$ cat src/rtl/uart_tx_pkg.sv
// Shared types and constants for the APB UART transmitter.
// Optional parity support is selected by the UART_TX_PARITY_EN macro in the top.
package uart_tx_pkg;

  typedef enum logic [2:0] {
    IDLE,
    START,
    DATA,
    STOP,
    PARITY
  } tx_state_e;

  localparam logic [1:0] REG_USR = 2'd0;
  localparam logic [1:0] REG_UTD = 2'd1;

  localparam int USR_FULL_BIT     = 0;
  localparam int USR_EMPTY_BIT    = 1;
  localparam int USR_BUSY_BIT     = 2;
  localparam int USR_OVERFLOW_BIT = 3;

  function automatic logic [31:0] usr_pack(input logic overflow, input logic busy,
                                           input logic empty, input logic full);
    logic [31:0] word;
    word                   = '0;
    word[USR_FULL_BIT]     = full;
    word[USR_EMPTY_BIT]    = empty;
    word[USR_BUSY_BIT]     = busy;
    word[USR_OVERFLOW_BIT] = overflow;
    return word;
  endfunction

endpackage

$ cat src/rtl/uart_tx_fifo.sv
// Synchronous byte FIFO with show-ahead output; full/empty come from an
// occupancy counter so that a full FIFO is distinguishable from an empty one.
module uart_tx_fifo
  import uart_tx_pkg::*;
#(
  parameter int DEPTH = 4
) (
  input  logic       PCLK,
  input  logic       PRESET,
  input  logic       push,
  input  logic       pop,
  input  logic [7:0] din,
  output logic [7:0] dout,
  output logic       full,
  output logic       empty
);

  localparam int AW = (DEPTH > 1) ? $clog2(DEPTH) : 1;
  localparam int CW = $clog2(DEPTH) + 1;

  logic [7:0]    mem_reg [DEPTH];
  logic [AW-1:0] wr_ptr_reg;
  logic [AW-1:0] rd_ptr_reg;
  logic [CW-1:0] count_reg;
  logic          do_push;
  logic          do_pop;

  assign full    = (count_reg == CW'(DEPTH));
  assign empty   = (count_reg == '0);
  assign do_push = push & ~full;
  assign do_pop  = pop & ~empty;
  assign dout    = mem_reg[rd_ptr_reg];

  always_ff @(posedge PCLK) begin
    if (do_push) begin
      mem_reg[wr_ptr_reg] <= din;
    end
  end

  // DEPTH is a power of two, so pointer wrap is the natural binary rollover.
  always_ff @(posedge PCLK) begin
    if (PRESET) begin
      wr_ptr_reg <= '0;
      rd_ptr_reg <= '0;
      count_reg  <= '0;
    end else begin
      if (do_push) begin
        wr_ptr_reg <= wr_ptr_reg + AW'(1);
      end
      if (do_pop) begin
        rd_ptr_reg <= rd_ptr_reg + AW'(1);
      end
      case ({do_push, do_pop})
        2'b10:   count_reg <= count_reg + CW'(1);
        2'b01:   count_reg <= count_reg - CW'(1);
        default: count_reg <= count_reg;
      endcase
    end
  end

endmodule

$ cat src/rtl/apb_uart_tx_periph.sv
// APB slave UART transmitter: register file, TX FIFO and 8N1 frame FSM.
// Define UART_TX_PARITY_EN to insert an even-parity bit after the data bits.
module apb_uart_tx_periph
  import uart_tx_pkg::*;
#(
  parameter int CLK_FREQ   = 100_000_000,
  parameter int BAUD       = 9600,
  parameter int FIFO_DEPTH = 4
) (
  input  logic        PCLK,
  input  logic        PRESET,
  input  logic [3:0]  PADDR,
  input  logic [31:0] PWDATA,
  input  logic        PWRITE,
  input  logic        PENABLE,
  input  logic        PSEL,
  output logic [31:0] PRDATA,
  output logic        PREADY,
  output logic        tx
);

  localparam int DIV = CLK_FREQ / BAUD;
  localparam int BW  = (DIV > 1) ? $clog2(DIV) : 1;

  logic        pready_reg;
  logic [31:0] prdata_reg;
  logic        overflow_reg;

  tx_state_e   state_reg, state_next;
  logic [BW-1:0] baud_cnt_reg, baud_cnt_next;
  logic [2:0]  bit_cnt_reg, bit_cnt_next;
  logic [7:0]  shift_reg, shift_next;
  logic        tx_reg, tx_next;
`ifdef UART_TX_PARITY_EN
  logic        parity_reg, parity_next;
`endif

  logic        access_start;
  logic        xfer_done;
  logic        utd_wr;
  logic        usr_rd;
  logic [1:0]  reg_idx;
  logic [31:0] rd_mux;
  logic        busy;
  logic        baud_done;

  logic        fifo_push;
  logic        fifo_pop;
  logic [7:0]  fifo_dout;
  logic        fifo_full;
  logic        fifo_empty;

  logic        unused_bits;
  assign unused_bits = &{1'b0, PADDR[1:0], PWDATA[31:8]};

  assign PREADY = pready_reg;
  assign PRDATA = prdata_reg;
  assign tx     = tx_reg;

  assign reg_idx      = PADDR[3:2];
  assign access_start = PSEL & PENABLE & ~pready_reg;
  assign xfer_done    = PSEL & PENABLE & pready_reg;
  assign utd_wr       = xfer_done & PWRITE & (reg_idx == REG_UTD);
  assign usr_rd       = xfer_done & ~PWRITE & (reg_idx == REG_USR);
  assign fifo_push    = utd_wr & ~fifo_full;
  assign busy         = (state_reg != IDLE);
  assign baud_done    = (baud_cnt_reg == BW'(DIV - 1));

  always_comb begin
    rd_mux = '0;
    if (reg_idx == REG_USR) begin
      rd_mux = usr_pack(overflow_reg, busy, fifo_empty, fifo_full);
    end
  end

  // Read data is captured with PREADY so it stays zero outside the ready cycle.
  always_ff @(posedge PCLK) begin
    if (PRESET) begin
      pready_reg   <= 1'b0;
      prdata_reg   <= '0;
      overflow_reg <= 1'b0;
    end else begin
      pready_reg <= access_start;
      prdata_reg <= (access_start & ~PWRITE) ? rd_mux : '0;
      if (utd_wr & fifo_full) begin
        overflow_reg <= 1'b1;
      end else if (usr_rd) begin
        overflow_reg <= 1'b0;
      end
    end
  end

  uart_tx_fifo #(
    .DEPTH (FIFO_DEPTH)
  ) u_fifo (
    .PCLK   (PCLK),
    .PRESET (PRESET),
    .push   (fifo_push),
    .pop    (fifo_pop),
    .din    (PWDATA[7:0]),
    .dout   (fifo_dout),
    .full   (fifo_full),
    .empty  (fifo_empty)
  );

  always_comb begin
    state_next    = state_reg;
    baud_cnt_next = baud_cnt_reg;
    bit_cnt_next  = bit_cnt_reg;
    shift_next    = shift_reg;
    fifo_pop      = 1'b0;
`ifdef UART_TX_PARITY_EN
    parity_next   = parity_reg;
`endif
    case (state_reg)
      IDLE: begin
        if (!fifo_empty) begin
          fifo_pop      = 1'b1;
          shift_next    = fifo_dout;
          baud_cnt_next = '0;
          bit_cnt_next  = '0;
          state_next    = START;
`ifdef UART_TX_PARITY_EN
          parity_next   = ^fifo_dout;
`endif
        end
      end
      START: begin
        if (baud_done) begin
          baud_cnt_next = '0;
          state_next    = DATA;
        end else begin
          baud_cnt_next = baud_cnt_reg + BW'(1);
        end
      end
      DATA: begin
        if (baud_done) begin
          baud_cnt_next = '0;
          shift_next    = {1'b0, shift_reg[7:1]};
          bit_cnt_next  = bit_cnt_reg + 3'd1;
          if (bit_cnt_reg == 3'd7) begin
`ifdef UART_TX_PARITY_EN
            state_next = PARITY;
`else
            state_next = STOP;
`endif
          end
        end else begin
          baud_cnt_next = baud_cnt_reg + BW'(1);
        end
      end
`ifdef UART_TX_PARITY_EN
      PARITY: begin
        if (baud_done) begin
          baud_cnt_next = '0;
          state_next    = STOP;
        end else begin
          baud_cnt_next = baud_cnt_reg + BW'(1);
        end
      end
`endif
      STOP: begin
        if (baud_done) begin
          baud_cnt_next = '0;
          state_next    = IDLE;
        end else begin
          baud_cnt_next = baud_cnt_reg + BW'(1);
        end
      end
      default: begin
        baud_cnt_next = '0;
        state_next    = IDLE;
      end
    endcase

    // The line level follows the next state so tx is a clean register output.
    tx_next = 1'b1;
    case (state_next)
      START:   tx_next = 1'b0;
      DATA:    tx_next = shift_next[0];
`ifdef UART_TX_PARITY_EN
      PARITY:  tx_next = parity_next;
`endif
      default: tx_next = 1'b1;
    endcase
  end

  always_ff @(posedge PCLK) begin
    if (PRESET) begin
      state_reg    <= IDLE;
      baud_cnt_reg <= '0;
      bit_cnt_reg  <= '0;
      shift_reg    <= '0;
      tx_reg       <= 1'b1;
`ifdef UART_TX_PARITY_EN
      parity_reg   <= 1'b0;
`endif
    end else begin
      state_reg    <= state_next;
      baud_cnt_reg <= baud_cnt_next;
      bit_cnt_reg  <= bit_cnt_next;
      shift_reg    <= shift_next;
      tx_reg       <= tx_next;
`ifdef UART_TX_PARITY_EN
      parity_reg   <= parity_next;
`endif
    end
  end

endmodule
$ cat config.mk
export PLATFORM = sky130hd
export DESIGN_NAME = apb_uart_tx_periph
export DESIGN_NICKNAME = d
export VERILOG_FILES = /design/src/rtl/uart_tx_pkg.sv /design/src/rtl/uart_tx_fifo.sv /design/src/rtl/apb_uart_tx_periph.sv
export SDC_FILE = /design/constraint.sdc
export NUM_CORES = 1
export LEC_CHECK = 0
export BUFFER_PORTS_ARGS = -buffer_cell sky130_fd_sc_hd__buf_4
export CAP_MARGIN = 40
export CORE_MARGIN = 10
export CORE_UTILIZATION = 54
export CTS_CLUSTER_SIZE = 40
export DETAILED_ROUTE_END_ITERATION = 8
export GPL_ROUTABILITY_DRIVEN = 0
export PLACE_DENSITY = 0.79
export SYNTH_ARGS = -nofsm -noshare
export SYNTH_HDL_FRONTEND = slang
export SYNTH_HIERARCHICAL = 1
export SYNTH_SLANG_ARGS = --single-unit
$ cat constraint.sdc
create_clock -name PCLK -period 3.54 [get_ports PCLK]
set_input_delay 0.354 -clock PCLK [delete_from_list [all_inputs] [get_ports PCLK]]
set_output_delay 0.354 -clock PCLK [all_outputs]
set_load 0.01 [all_outputs]
# Yosys cells after proc, flatten, opt, wreduce, memory -nomap -nowiden
# Memory sizes are Yosys's and may differ from the RTL's. A register that Yosys moved wholly into a read port is not among the register bits.
# Cells that the tools add are included.
[word_totals] reg_bits=70 ram_bits=32 n_memories=1 inputBits=41 out_inout_bits=34
[op_classes] n_addsub=6 mux=25 eq_ne=13 bitwise=18 reduce_logical=11
[memory_table] memory="u_fifo.mem_reg" words=4 word_bits=8 read_ports=1 rd_ports_with_merged_regs=1 write_ports=1 line="uart_tx_fifo.sv:21" text="logic [7:0] mem_reg [DEPTH];"
[op_table] op="$mux 14" n=2
[op_table] op="$pmux 14 s2" n=1
[op_table] op="$mux 3" n=7
[op_table] op="$mux 8" n=2
[op_table] op="$pmux 8 s2" n=1
[op_table] op="$add 14x1->14 const B" n=1
[op_table] op="$eq 14x14->1 const B" n=1
[op_table] op="$and 1x1->1" n=12
[op_table] op="$pmux 3 s2" n=2
[op_table] op="$pmux 3 s4" n=1
[op_table] op="$eq 3x2->1 const B" n=3
[op_table] op="$add 3x1->3 const B" n=2
[op_table] op="$eq 3x1->1 const B" n=2
[op_table] op="$eq 3x3->1 const B" n=2
[op_table] op="$logic_not 3->1" n=2
[op_table] op="$mux 1" n=6
[op_table] op="$not 1->1" n=6
[op_table] op="$reduce_bool 2->1" n=3
[op_table] op="$reduce_or 3->1" n=2
[op_table] op="$add 2x1->2 const B" n=2
[op_table] op="$eq 2x1->1 const B" n=2
[op_table] op="$mux 2" n=2
[op_table] op="$ne 2x2->1 const B" n=2
[op_table] op="$reduce_and 3->1" n=1
[op_table] op="other kinds (6)" n=6

# Depth between registers and ports, before layout
# Gate-level depths: netlist of run 1.
[logic_depth] depth_word=8 depth_mapped=12 mapped_depth_nobuf=12

# Cells and area by module
# Netlist of run 1, hierarchy kept.
[by_module_without_submodules] module="apb_uart_tx_periph" cells_per_inst=196 seq_area_each_um2=700.7 n_inst=1 area_per_inst_um2=1730.4
[by_module_without_submodules] module="uart_tx_fifo" cells_per_inst=96 seq_area_each_um2=1141.1 n_inst=1 area_per_inst_um2=1635.3

# Worst setup path before layout of run 1
# No wires, ideal clock.
[synth_path] kind="reg-to-reg" startpoint="reg u_fifo.count_reg[0]" endpoint="reg u_fifo.count_reg[2]" arrival_time_ns=2.553 n_path_buf=1 period_less_slack_ns=2.623 path_slack_ns=0.917 setup_time_ns=0.070 path_stages_with_launch=13 t_required_ns=3.470 cell_sequence="dfxtp_1 -> nor3_2 -> or4_1 -> inv_1 -> buf_2 -> o31ai_2 -> inv_1 -> ha_1 -> inv_1 -> fa_1 -> xor2_1 -> or3_1 -> a21oi_1"
[synth_via] elab_chain_len=6 word_cells_on_any_way=15
[synth_lines] item="start: declaration" line="uart_tx_fifo.sv:24" text="logic [CW-1:0] count_reg;"
[synth_lines] item="start signal: assignment" line="uart_tx_fifo.sv:54" text="2'b10: count_reg <= count_reg + CW'(1);"
[synth_lines] item="start signal: assignment" line="uart_tx_fifo.sv:55" text="2'b01: count_reg <= count_reg - CW'(1);"
[synth_lines] item="start signal: assignment" line="uart_tx_fifo.sv:56" text="default: count_reg <= count_reg;"
[synth_lines] item="$logic_not 3->1 *" line="uart_tx_fifo.sv:29" text="assign empty = (count_reg == '0);"
[synth_lines] item="net fifo_empty" line="apb_uart_tx_periph.sv:51" text="logic fifo_empty;"
[synth_lines] item="$mux 1 *" line="apb_uart_tx_periph.sv:117" text="if (!fifo_empty) begin"
[synth_lines] item="$mux 1 *" line="apb_uart_tx_periph.sv:115" text="case (state_reg)"
[synth_lines] item="net fifo_pop" line="apb_uart_tx_periph.sv:48" text="logic fifo_pop;"
[synth_lines] item="$and 1x1->1 *" line="uart_tx_fifo.sv:31" text="assign do_pop = pop & ~empty;"
[synth_lines] item="net u_fifo.do_pop" line="uart_tx_fifo.sv:26" text="logic do_pop;"
[synth_lines] item="$eq 2x1->1 or $eq 2x2->1 (tied branches)" line="uart_tx_fifo.sv:53" text="case ({do_push, do_pop})"
[synth_lines] item="$pmux 3 s2 or $reduce_bool 2->1 (tied branches)"
# Mark *: on every way through the listed nets, which the timed path passes. The rest lies on a longest branch.
# A chain may end at the register's enable or synchronous reset.

# Final worst setup path of run 1
[layout_path] startpoint="reg u_fifo.count_reg[0]" endpoint="reg u_fifo.count_reg[2]"
[layout_via] elab_chain_len=6 word_cells_on_any_way=15
[layout_lines] item="$logic_not 3->1 *" line="uart_tx_fifo.sv:29"
[layout_lines] item="net fifo_empty" line="apb_uart_tx_periph.sv:51"
[layout_lines] item="$mux 1" line="apb_uart_tx_periph.sv:117"
[layout_lines] item="$mux 1" line="apb_uart_tx_periph.sv:115"
[layout_lines] item="$and 1x1->1 *" line="uart_tx_fifo.sv:31"
[layout_lines] item="net u_fifo.do_pop" line="uart_tx_fifo.sv:26"
[layout_lines] item="$eq 2x1->1 or $eq 2x2->1 (tied branches)" line="uart_tx_fifo.sv:53"
[layout_lines] item="$pmux 3 s2 or $reduce_bool 2->1 (tied branches)"
# Marked as above.

==> out/summary.txt, run 1 <==
Outcome: finished, final reports clean
Setup crit end kind: flip-flop
DR vias/cell: 5.141
Max transition margin: 0.5619
Top cell type by total area after synthesis: edfxtp_1
Setup TNS: 0 ns
Cell count after synthesis: 292
CP Data Required Time: 3.83 ns
Clk pin slew, worst setup/hold paths: 0.08 ns
Tmin final: 2.682 ns
Post-CTS sizing: 0
Setup-failing EPs final: 0
Ys flop type: dfxtp_1
Pleak: 1.318 nW
All-layer global routing usage: 0.1200
Share of post-route cells with drive strength above 1: 0.1620
# DRC: 0
Rows: 28
GRT Residual Overflow: 0
DR pass1 iterations: 4
RSZ-0062 raised after global routing: false
# IOs: 75
Clk_skew: 0.009691 ns
Yosys reg bits: 76
Final Core Density: 0.6180
Synth area leaders: edfxtp_1 (29%), dfxtp_1 (26%), buf_4 (6.5%)
DRT Wirelength: 5768 um
Chip width: 98.95 um
Avg Cell Area, Syn: 11.53 um^2
PortBufs: 20
Yosys top cell area share: 0.2855
Core footprint: 0.005991 mm^2
Asr flop ratio synth: 0
Via count: 2036
Max Freq: 0.3728 GHz
Worst hold path type: primary input to flip-flop
CTS Buffer Depth: 2
Dominant cell by count in the synthesized netlist: dfxtp_1
Detailed Place HPWL: 4051 um
Crit share post-route: 0.7577
Postcts setup bufs: 0
Vias in the first global route: 1998
Commonest cells post-synth: dfxtp_1 (44), edfxtp_1 (32), buf_4 (29), nor2_1 (29), nand2_1 (18)
H-tree Lvls: 3
Initial antenna violation count: 0
Worst Setup Start Kind: flip-flop
Pin count of the biggest net entering global routing: 25
WL/cell: 14.57 um
Sequential element share of the synthesized area: 0.5472
CP most frequent cell: inv_1
Synthesis-to-layout area growth: 10.00%
ANT cells: 0
Root buf cell: clkbuf_8
Synth cell types: 49
Clk sinks: 76
Die area: 0.009791 mm^2
Critical Path Fanout Max: 5
Max Cap Violations: 0
# nets final: 366
Num CTS Buffers: 9
CP Data Arrival Time: 2.97 ns
CTS tree: built
PwrDens: 463.9 mW/mm^2
First-pass GRT wire length: 9618 um
Skew-Pair Late Insertion Delay: 0.36 ns
Detailed Route Iter0 Violations: 84
CP max-delay cell: or4_1
Initial Utilization: 0.5618
Max incr delay on CP: 0.52 ns
WS Path Type: flip-flop to flip-flop
Tightest Pin Transition: 0.6480 ns
Final Max Slew Viols: 0
EDFF count, synth: 32
Max VDD drop: 0.3167 mV
Max FFs per register: 32
Ys Warns: 6
Antenna viol nets, final: 0
Final Hold Viols: 0
Hold-fix buffers, CTS: 0
Synthesized cell area: 0.003366 mm^2
Die height: 98.95 um
Crit path cell chain: nor3_2, or4_1, inv_1, o31ai_2, inv_1, ha_1, inv_1, fa_1, xor2_1, or3_1, a21oi_1
==> cells in the final DEF, fill, tap and decap left out, drive strengths merged, types with 4 or more instances in the layout <==
cell    instances
ha              8
nor3            5
xnor2          11
mux4            8
dfxtp          44
and2            9
nand2b          6
a22oi           6
nor2           29
xor2            6
clkbuf          9
nand3           4
a21oi          15
buf            21
o21ai           6
nand2          18
conb           29
edfxtp         32
inv            17
==> worst max-delay path: cells and delay by family, from the launching register on <==
family,cells,cell delay (ns)
AND/OR/NAND/NOR,3,0.92
AO/OA/AOI/OAI,2,0.23
adder cells (fa/ha/maj),2,0.56
buffers and inverters,3,0.27
XOR/XNOR,1,0.16
flip-flops,1,0.47
==> per-stage QoR <==
stage / power (mW) / worst slack (ns) / instance area, um^2 / std cells / hold slack [ns]
2_1_floorplan: 0.9843 / 0.9166 / 3471 / 320 / 0.4231
3_3_place_gp: 0.9802 / 0.9652 / 3473 / 380 / 0.4417
3_5_place_dp: 0.9819 / 0.9014 / 3473 / 380 / 0.4478
4_1_cts: 1.730 / 0.8780 / 3702 / 396 / 0.1779
5_1_grt: 1.766 / 0.6781 / 3702 / 396 / 0.1828
6_report: 1.717 / 0.8576 / 3702 / 396 / 0.1876
==> per-layer routing <==
layer  vias up  track usage  routed length, um
met1       977       0.1335               2405
met5         -            0                  0
met4         0      0.04961                 76
met2        43       0.1989               2928
met3         8      0.04888                357
li1       1008            -                  -
==> cells by family after synthesis <==
kind of cell    Yosys count  synth area share
flops                    76            0.5472
compound gates           37           0.07063
mux                      12           0.06580
other cells               1          0.001114
fa+ha+maj                 9           0.03569
buf+inv                  49           0.08848
xor+xnor                 17           0.04424
simple gates             91            0.1468
==> layout make-up <==
cell class                 count  area [um^2]
clock buffer                   9        123.9
fill                         458         2288
sequential                    76         1842
inverter                      13        48.80
tap                           75        93.84
multi-input combinational    195         1331
clock inverter                 7        105.1
timing repair buffer          21        157.7
==> power breakdown <==
| group | switching [mW] | total (mW) | internal [mW] |
|---|---|---|---|
| Combinational | 0.0322 | 0.0476 | 0.0154 |
| Clock | 0.346 | 0.755 | 0.409 |
| Sequential | 0.00230 | 0.915 | 0.913 |
| Total | 0.380 | 1.72 | 1.34 |
==> path summary, 6_finish.rpt <==
path	endpoint	from	slack (ns)	cells past startpoint
max reg2reg	u_fifo/count_reg[2]$_SDFFE_PP0P_	u_fifo/count_reg[0]$_SDFFE_PP0P_	0.86	11
min	u_fifo/mem_reg[2][6]$_DFFE_PP_	PWDATA[6]	0.19	1
min reg2reg	shift_reg[4]$_SDFFE_PP0P_	shift_reg[4]$_SDFFE_PP0P_	0.46	2
max	u_fifo/count_reg[2]$_SDFFE_PP0P_	u_fifo/count_reg[0]$_SDFFE_PP0P_	0.86	11
Note: power is estimated with default switching activity, not from simulation.
==> run 2: changes to the inputs <==
--- a/config.mk
+++ b/config.mk
@@ -5,14 +5,15 @@
 export SDC_FILE = /design/constraint.sdc
 export NUM_CORES = 1
 export LEC_CHECK = 0
+export ABC_AREA = 1
 export BUFFER_PORTS_ARGS = -buffer_cell sky130_fd_sc_hd__buf_4
 export CAP_MARGIN = 40
 export CORE_MARGIN = 10
-export CORE_UTILIZATION = 54
+export CORE_UTILIZATION = 49
 export CTS_CLUSTER_SIZE = 40
 export DETAILED_ROUTE_END_ITERATION = 8
 export GPL_ROUTABILITY_DRIVEN = 0
-export PLACE_DENSITY = 0.79
+export PLACE_DENSITY = 0.74
 export SYNTH_ARGS = -nofsm -noshare
 export SYNTH_HDL_FRONTEND = slang
 export SYNTH_HIERARCHICAL = 1
==> constraint.sdc (replaced) <==
create_clock -name PCLK -period 2.4 [get_ports PCLK]
set_input_delay 0.24 -clock PCLK [delete_from_list [all_inputs] [get_ports PCLK]]
set_output_delay 0.24 -clock PCLK [all_outputs]
set_load 0.01 [all_outputs]
==> out/summary.txt, run 2 <==
FF-to-FF setup slack: 0.29 ns (was 0.86 ns)
Vias in the first global route: 2663 (was 1998)
Max Freq: 0.4738 GHz (was 0.3728 GHz)
Max incr delay on CP: 0.38 ns (was 0.52 ns)
Setup TNS: 0 ns (unchanged)
# nets final: 504 (was 366)
DRT Wirelength: 6731 um (was 5768 um)
Worst Setup Start Kind: flip-flop (unchanged)
Final Max Slew Viols: 0 (unchanged)
Root buf cell: clkbuf_8 (unchanged)
CP Data Arrival Time: 2.35 ns (was 2.97 ns)
Core footprint: 0.007253 mm^2 (was 0.005991 mm^2)
CP max-delay cell: dfxtp_1 (was or4_1)
Sequential element share of the synthesized area: 0.5022 (was 0.5472)
Synthesized cell area: 0.003667 mm^2 (was 0.003366 mm^2)
GRT Residual Overflow: 0 (unchanged)
Commonest non-fill, non-tap cells in the layout: nand2_1 (59), nor2_1 (59), inv_1 (47) (was dfxtp_1 (44), edfxtp_1 (32), nor2_1 (29), conb_1 (29), buf_4 (21))
Synthesis-to-layout area growth: 10.41% (was 10.00%)
Pleak: 1.610 nW (was 1.318 nW)
Avg Cell Area, Syn: 8.711 um^2 (was 11.53 um^2)
WL/cell: 12.06 um (was 14.57 um)
PortBufs: 20 (unchanged)
Yosys reg bits: 76 (unchanged)
Detailed Route Iter0 Violations: 120 (was 84)
Antenna viol nets, final: 0 (unchanged)
CTS tree: built (unchanged)
Ys flop type: dfxtp_1 (unchanged)
Die height: 106.5 um (was 98.95 um)
EDFF count, synth: 32 (unchanged)
Skew-Pair Late Insertion Delay: 0.35 ns (was 0.36 ns)
Num CTS Buffers: 9 (unchanged)
Setup crit end kind: flip-flop (unchanged)
RSZ-0062 raised after global routing: false (unchanged)
Pin count of the biggest net entering global routing: 18 (was 25)
All-layer global routing usage: 0.1198 (was 0.1200)
Initial Utilization: 0.5056 (was 0.5618)
Outcome: finished, final reports clean (unchanged)
CTS Buffer Depth: 2 (unchanged)
H-tree Lvls: 3 (unchanged)
Dpl ws: 0.2155 ns (was 0.9014 ns)
Post-CTS sizing: 0 (unchanged)
Top cell type by total area after synthesis: edfxtp_1 (unchanged)
Clk sinks: 76 (unchanged)
Die area: 0.01134 mm^2 (was 0.009791 mm^2)
Max FFs per register: 32 (unchanged)
Rows: 31 (was 28)
Max VDD drop: 0.4970 mV (was 0.3167 mV)
Final Hold Viols: 0 (unchanged)
Chip width: 106.5 um (was 98.95 um)
Cell count after synthesis: 421 (was 292)
Fillcell total: 663 (was 458)
First-pass GRT wire length: 11430 um (was 9618 um)
Max Cap Violations: 0 (unchanged)
CP Data Required Time: 2.64 ns (was 3.83 ns)
Fin worst setup slack: 0.2896 ns (was 0.8576 ns)
Critical Path Fanout Max: 6 (was 5)
Worst hold path type: primary input to flip-flop (unchanged)
Asr flop ratio synth: 0 (unchanged)
Crit share post-route: 0.8793 (was 0.7577)
Clk_skew: 0.01147 ns (was 0.009691 ns)
PwrDens: 603.5 mW/mm^2 (was 463.9 mW/mm^2)
Synth area leaders: edfxtp_1 (26%), dfxtp_1 (24%), nand2_1 (6.0%) (was edfxtp_1 (29%), dfxtp_1 (26%), buf_4 (6.5%))
DR vias/cell: 4.841 (was 5.141)
Clk pin slew, worst setup/hold paths: 0.08 ns (about the same)
Ys Warns: 6 (unchanged)
Via count: 2701 (was 2036)
Crit path max-delay family: simple AND/OR/NAND/NOR gates (unchanged)
Detailed Place HPWL: 4954 um (was 4051 um)
Setup-failing EPs final: 0 (unchanged)
Hold-fix buffers, CTS: 0 (unchanged)
# DRC: 0 (unchanged)
Yosys top cell area share: 0.2620 (was 0.2855)
Crit path buffers/inverters: 6 (was 3)
Share of post-route cells with drive strength above 1: 0.1699 (was 0.1620)
Synth cell types: 36 (was 49)
Initial antenna violation count: 0 (unchanged)
ANT cells: 0 (unchanged)
Tmin final: 2.110 ns (was 2.682 ns)
Crit path cell chain: nor2_2, nand2_2, inv_1, inv_2, nand2_2, clkinv_1, nand2_1, inv_1, ha_1, inv_1, fa_1, inv_1, nand2_1, nand3_1, nand2_1, nand2_1, nor2_1 (was nor3_2, or4_1, inv_1, o31ai_2, inv_1, ha_1, inv_1, fa_1, xor2_1, or3_1, a21oi_1)
WS Path Type: flip-flop to flip-flop (unchanged)
# IOs: 75 (unchanged)
Commonest cells post-synth: nand2_1 (59), nor2_1 (59), inv_1 (48), dfxtp_1 (44), edfxtp_1 (32) (was dfxtp_1 (44), edfxtp_1 (32), buf_4 (29), nor2_1 (29), nand2_1 (18))
DR pass1 iterations: 4 (unchanged)
Postcts setup bufs: 0 (unchanged)
[run 2: changes by cell type in the layout (fill, tap and decap cells not counted), sizes merged, moves of 9 or more]
cell,previous run,this run
and2,9,0
nand2,18,67
inv,17,61
nor2,29,63
o21ai,6,25
xnor2,11,0
nand3,4,25
[run 2: kinds of logic (layout without fill, tap and decap cells)]
kind of cell / after synthesis / in the layout / synth area share
AND/OR/NAND/NOR: 176 / 176 / 0.2262
buffers and inverters: 91 / 101 / 0.1279
flip-flops: 76 / 76 / 0.5022
AO/OA/AOI/OAI: 67 / 67 / 0.1075
adder cells (fa/ha/maj): 9 / 9 / 0.03275
other: 1 / 29 / 0.001023
XOR/XNOR: 1 / 1 / 0.002389
[run 2: worst paths after layout]
kind / from / to / depth (start not counted)
setup / recovery: u_fifo/count_reg[1]$_SDFFE_PP0P_ / u_fifo/count_reg[2]$_SDFFE_PP0P_ / 17
hold / removal: PWDATA[4] / u_fifo/mem_reg[0][4]$_DFFE_PP_ / 1
setup reg to reg: u_fifo/count_reg[1]$_SDFFE_PP0P_ / u_fifo/count_reg[2]$_SDFFE_PP0P_ / 17
hold reg to reg: overflow_reg$_SDFFE_PP0P_ / PRDATA[3]$_SDFF_PP0_ / 2
[run 2: layout make-up]
type,instances,area [um^2],share of cell area
well taps,99,123.9,0.03059
clock inverters,7,81.33,0.02009
multi-input cells,282,1461,0.3609
inverters,59,221.5,0.05470
flip-flops and latches,76,1842,0.4549
repair buffers,26,195.2,0.04821
clock buffers,9,123.9,0.03059
[run 2: through the flow]
stage                     power [mW]  instances  hold WS (ns)  utilization  area, um^2
final                          2.443        558       0.08337       0.5582        4049
after global routing           2.532        558       0.07052       0.5582        4049
after CTS                      2.464        558       0.06978       0.5582        4049
after detailed placement       1.467        542        0.4326       0.5299        3844
after global placement         1.464        542        0.4260       0.5299        3844
after floorplan                1.469        449        0.3091            -        3772
[run 2: layer usage]
metal	wire length (um)	vias to the layer above	part of all wire	track usage
met2	3419	58	0.51	0.2116
met4	78	0	0.012	0.04449
li1	-	1394	-	-
met5	0	-	0	0
met1	2829	1240	0.42	0.1305
met3	404	9	0.060	0.03986
[run 2: where the power goes]
part / internal (mW) / switching [mW] / total [mW]
logic: 0.0272 / 0.0606 / 0.0877
registers: 1.35 / 0.00388 / 1.35
clock network: 0.495 / 0.510 / 1.00
total: 1.87 / 0.575 / 2.44
==> run 3: changes to the inputs <==
--- a/config.mk
+++ b/config.mk
@@ -13,8 +13,10 @@
 export CTS_CLUSTER_SIZE = 40
 export DETAILED_ROUTE_END_ITERATION = 8
 export GPL_ROUTABILITY_DRIVEN = 0
-export PLACE_DENSITY = 0.74
+export PLACE_DENSITY_LB_ADDON = 0.05
+export SETUP_SLACK_MARGIN = 0.4
 export SYNTH_ARGS = -nofsm -noshare
 export SYNTH_HDL_FRONTEND = slang
 export SYNTH_HIERARCHICAL = 1
 export SYNTH_SLANG_ARGS = --single-unit
+export TNS_END_PERCENT = 100
==> out/summary.txt, run 3 (synthesis results as in run 2) <==
Hold Startpoint: PWDATA[4] (unchanged)
Dpl ws: 0.3074 ns (was 0.2155 ns)
Max Freq: 0.5356 GHz (was 0.4738 GHz)
Detailed Route Iter0 Violations: 102 (was 120)
PwrDens: 570.5 mW/mm^2 (was 603.5 mW/mm^2)
Reg2Reg Launch Point: u_fifo/count_reg[1]$_SDFFE_PP0P_ (unchanged)
First-pass GRT wire length: 12090 um (was 11430 um)
# nets final: 513 (was 504)
CP most frequent cell: inv_2
Crit share post-route: 0.7779 (was 0.8793)
FF-to-FF setup slack: 0.53 ns (was 0.29 ns)
Met1 GRT Util: 0.1500 (was 0.1305)
R2R Path End: u_fifo/count_reg[2]$_SDFFE_PP0P_ (unchanged)
Commonest non-fill, non-tap cells in the layout: nand2_1 (58), nor2_1 (57), inv_1 (43) (was nand2_1 (59), nor2_1 (59), inv_1 (47))
DR vias/cell: 4.744 (was 4.841)
Sw frac: 0.2515 (was 0.2352)
Tmin final: 1.867 ns (was 2.110 ns)
Met2 usage: 0.2151 (was 0.2116)
Setup crit end kind: flip-flop (unchanged)
H-tree Lvls: 3 (unchanged)
Max FFs per register: 32 (unchanged)
Crit path cell chain: nor2_4, nand2_2, inv_1, inv_2, nand2_4, inv_2, nand2_2, inv_2, ha_4, inv_2, fa_2, inv_1, nand2_1, nand3_1, nand2_1, nand2_1, nor2_1 (was nor2_2, nand2_2, inv_1, inv_2, nand2_2, clkinv_1, nand2_1, inv_1, ha_1, inv_1, fa_1, inv_1, nand2_1, nand3_1, nand2_1, nand2_1, nor2_1)
CP Data Arrival Time: 2.10 ns (was 2.35 ns)
Critical Path Fanout Max: 6 (unchanged)
Num CTS Buffers: 9 (unchanged)
Clk pin slew, worst setup/hold paths: 0.09 ns (was 0.08 ns)
Clk sinks: 76 (unchanged)
Pin count of the biggest net entering global routing: 18 (unchanged)
Final Hold Viols: 0 (unchanged)
Antenna viol nets, final: 0 (unchanged)
Crit path max-delay family: simple AND/OR/NAND/NOR gates (unchanged)
Levels on crit path: 17 (unchanged)
CP max-delay cell: dfxtp_4 (was dfxtp_1)
Fillcell total: 690 (was 663)
Crit path buffers/inverters: 6 (unchanged)
WS Path Type: flip-flop to flip-flop (unchanged)
Top Usage Layer GRT: met2 (unchanged)
Pleak: 1.664 nW (was 1.610 nW)
# IOs: 75 (unchanged)
Most common cell after layout, fill and taps aside: nand2_1
Die height: 106.5 um (unchanged)
ANT cells: 0 (unchanged)
DRT Wirelength: 7153 um (was 6731 um)
Rows: 31 (unchanged)
Hold path depth: 1 (unchanged)
Max incr delay on CP: 0.37 ns (was 0.38 ns)
Skew-Pair Late Insertion Delay: 0.35 ns (about the same)
DR pass1 iterations: 4 (unchanged)
Setup TNS: 0 ns (unchanged)
Max Cap Violations: 0 (unchanged)
GRT Residual Overflow: 0 (unchanged)
Final Max Slew Viols: 0 (unchanged)
RSZ-0062 raised after global routing: false (unchanged)
Worst R2R Path Depth: 17 (unchanged)
Root buf cell: clkbuf_8 (unchanged)
CP Data Required Time: 2.64 ns (about the same)
# DRC: 0 (unchanged)
Max VDD drop: 0.4026 mV (was 0.4970 mV)
Terminating pin of the worst hold path: u_fifo/mem_reg[3][4]$_DFFE_PP_ (was u_fifo/mem_reg[0][4]$_DFFE_PP_)
Initial antenna violation count: 0 (unchanged)
Combinational power share: 0.040 (was 0.036)
All-layer global routing usage: 0.1284 (was 0.1198)
Core footprint: 0.007253 mm^2 (unchanged)
Outcome: finished, final reports clean (unchanged)
Worst hold path type: primary input to flip-flop (unchanged)
WL/cell: 12.62 um (was 12.06 um)
CTS Buffer Depth: 2 (unchanged)
Die area: 0.01134 mm^2 (unchanged)
Chip width: 106.5 um (unchanged)
Int Pwr: 1.776 mW (was 1.869 mW)
PortBufs: 20 (unchanged)
Clk_skew: 0.01262 ns (was 0.01147 ns)
CTS tree: built (unchanged)
NetSw: 596.5 uW (was 574.7 uW)
Setup-failing EPs final: 0 (unchanged)
Initial Utilization: 0.5056 (unchanged)
Synthesis-to-layout area growth: 13.37% (was 10.41%)
Share of post-route cells with drive strength above 1: 0.2222 (was 0.1699)
Sequential power share: 0.568 (was 0.553)
Met3 Track Usage GR: 0.03442 (was 0.03986)
Clk pwr share: 0.392 (was 0.411)
Detailed Place HPWL: 5104 um (was 4954 um)
Vias in the first global route: 2681 (was 2663)
Worst Setup Start Kind: flip-flop (unchanged)
Via count: 2690 (was 2701)
Fin worst setup slack: 0.5330 ns (was 0.2896 ns)
## run 3: stage by stage
step                      power (mW)  utilization  std cells  hold slack (ns)  area, um^2
after floorplan                1.469            -        449           0.3091        3772
after global placement         1.466       0.5310        543           0.4323        3851
after detailed placement       1.468       0.5310        543           0.4276        3851
after CTS                      2.401       0.5594        560          0.07450        4058
after global routing           2.483       0.5732        567          0.06792        4158
final                          2.372       0.5732        567          0.09110        4158
## run 3: worst max path at each step
stage / startpoint / to
final: u_fifo/count_reg[1]$_SDFFE_PP0P_ / u_fifo/count_reg[2]$_SDFFE_PP0P_
after global routing: PREADY$_SDFF_PP0_ / u_fifo/count_reg[2]$_SDFFE_PP0P_
after global placement: u_fifo/count_reg[2]$_SDFFE_PP0P_ / u_fifo/count_reg[2]$_SDFFE_PP0P_
after detailed placement: u_fifo/count_reg[2]$_SDFFE_PP0P_ / u_fifo/count_reg[2]$_SDFFE_PP0P_
after CTS: state_reg[2]$_SDFF_PP0_ / u_fifo/count_reg[2]$_SDFFE_PP0P_
after floorplan: state_reg[2]$_SDFF_PP0_ / u_fifo/count_reg[2]$_SDFFE_PP0P_
## run 3: per-layer routing
| metal | vias up | wire, um |
|---|---|---|
| li1 | 1413 | - |
| met1 | 1231 | 3222 |
| met2 | 37 | 3588 |
| met3 | 9 | 263 |
| met4 | 0 | 80 |
| met5 | - | 0 |
## run 3: power groups by stage
stage / logic (mW) / registers (mW) / clock network, mW
after global placement: 0.0849 / 1.38 / 0
after detailed placement: 0.0867 / 1.38 / 0
after CTS: 0.0877 / 1.35 / 0.962
after global routing: 0.106 / 1.35 / 1.03
final: 0.0937 / 1.35 / 0.930
after floorplan: 0.0877 / 1.38 / 0
## run 3: worst reg2reg max path: cells and delay by family, from the launching register on
| kind | cells | cell delay, ns |
|---|---|---|
| DFF | 1 | 0.37 |
| buffers and inverters | 6 | 0.36 |
| and+or+nand+nor | 9 | 0.55 |
| adders and majority gates | 2 | 0.48 |
## run 3: timing repair
item,CTS,global route
resized for setup,7,18
buffers inserted,1,7
pin swaps,0,6
hold buffers,0,0
endpoints found under the setup margin,2,2
cloned,0,0
## run 3: area by class of cell
type                       count  area (um^2)  share of cell area
sequential                    76         1857              0.4466
timing repair buffer          35        262.8             0.06320
clock inverter                 7        63.81             0.01535
inverter                      59        224.0             0.05387
multi-input combinational    282         1503              0.3614
tap                           99        123.9             0.02979
clock buffer                   9        123.9             0.02979
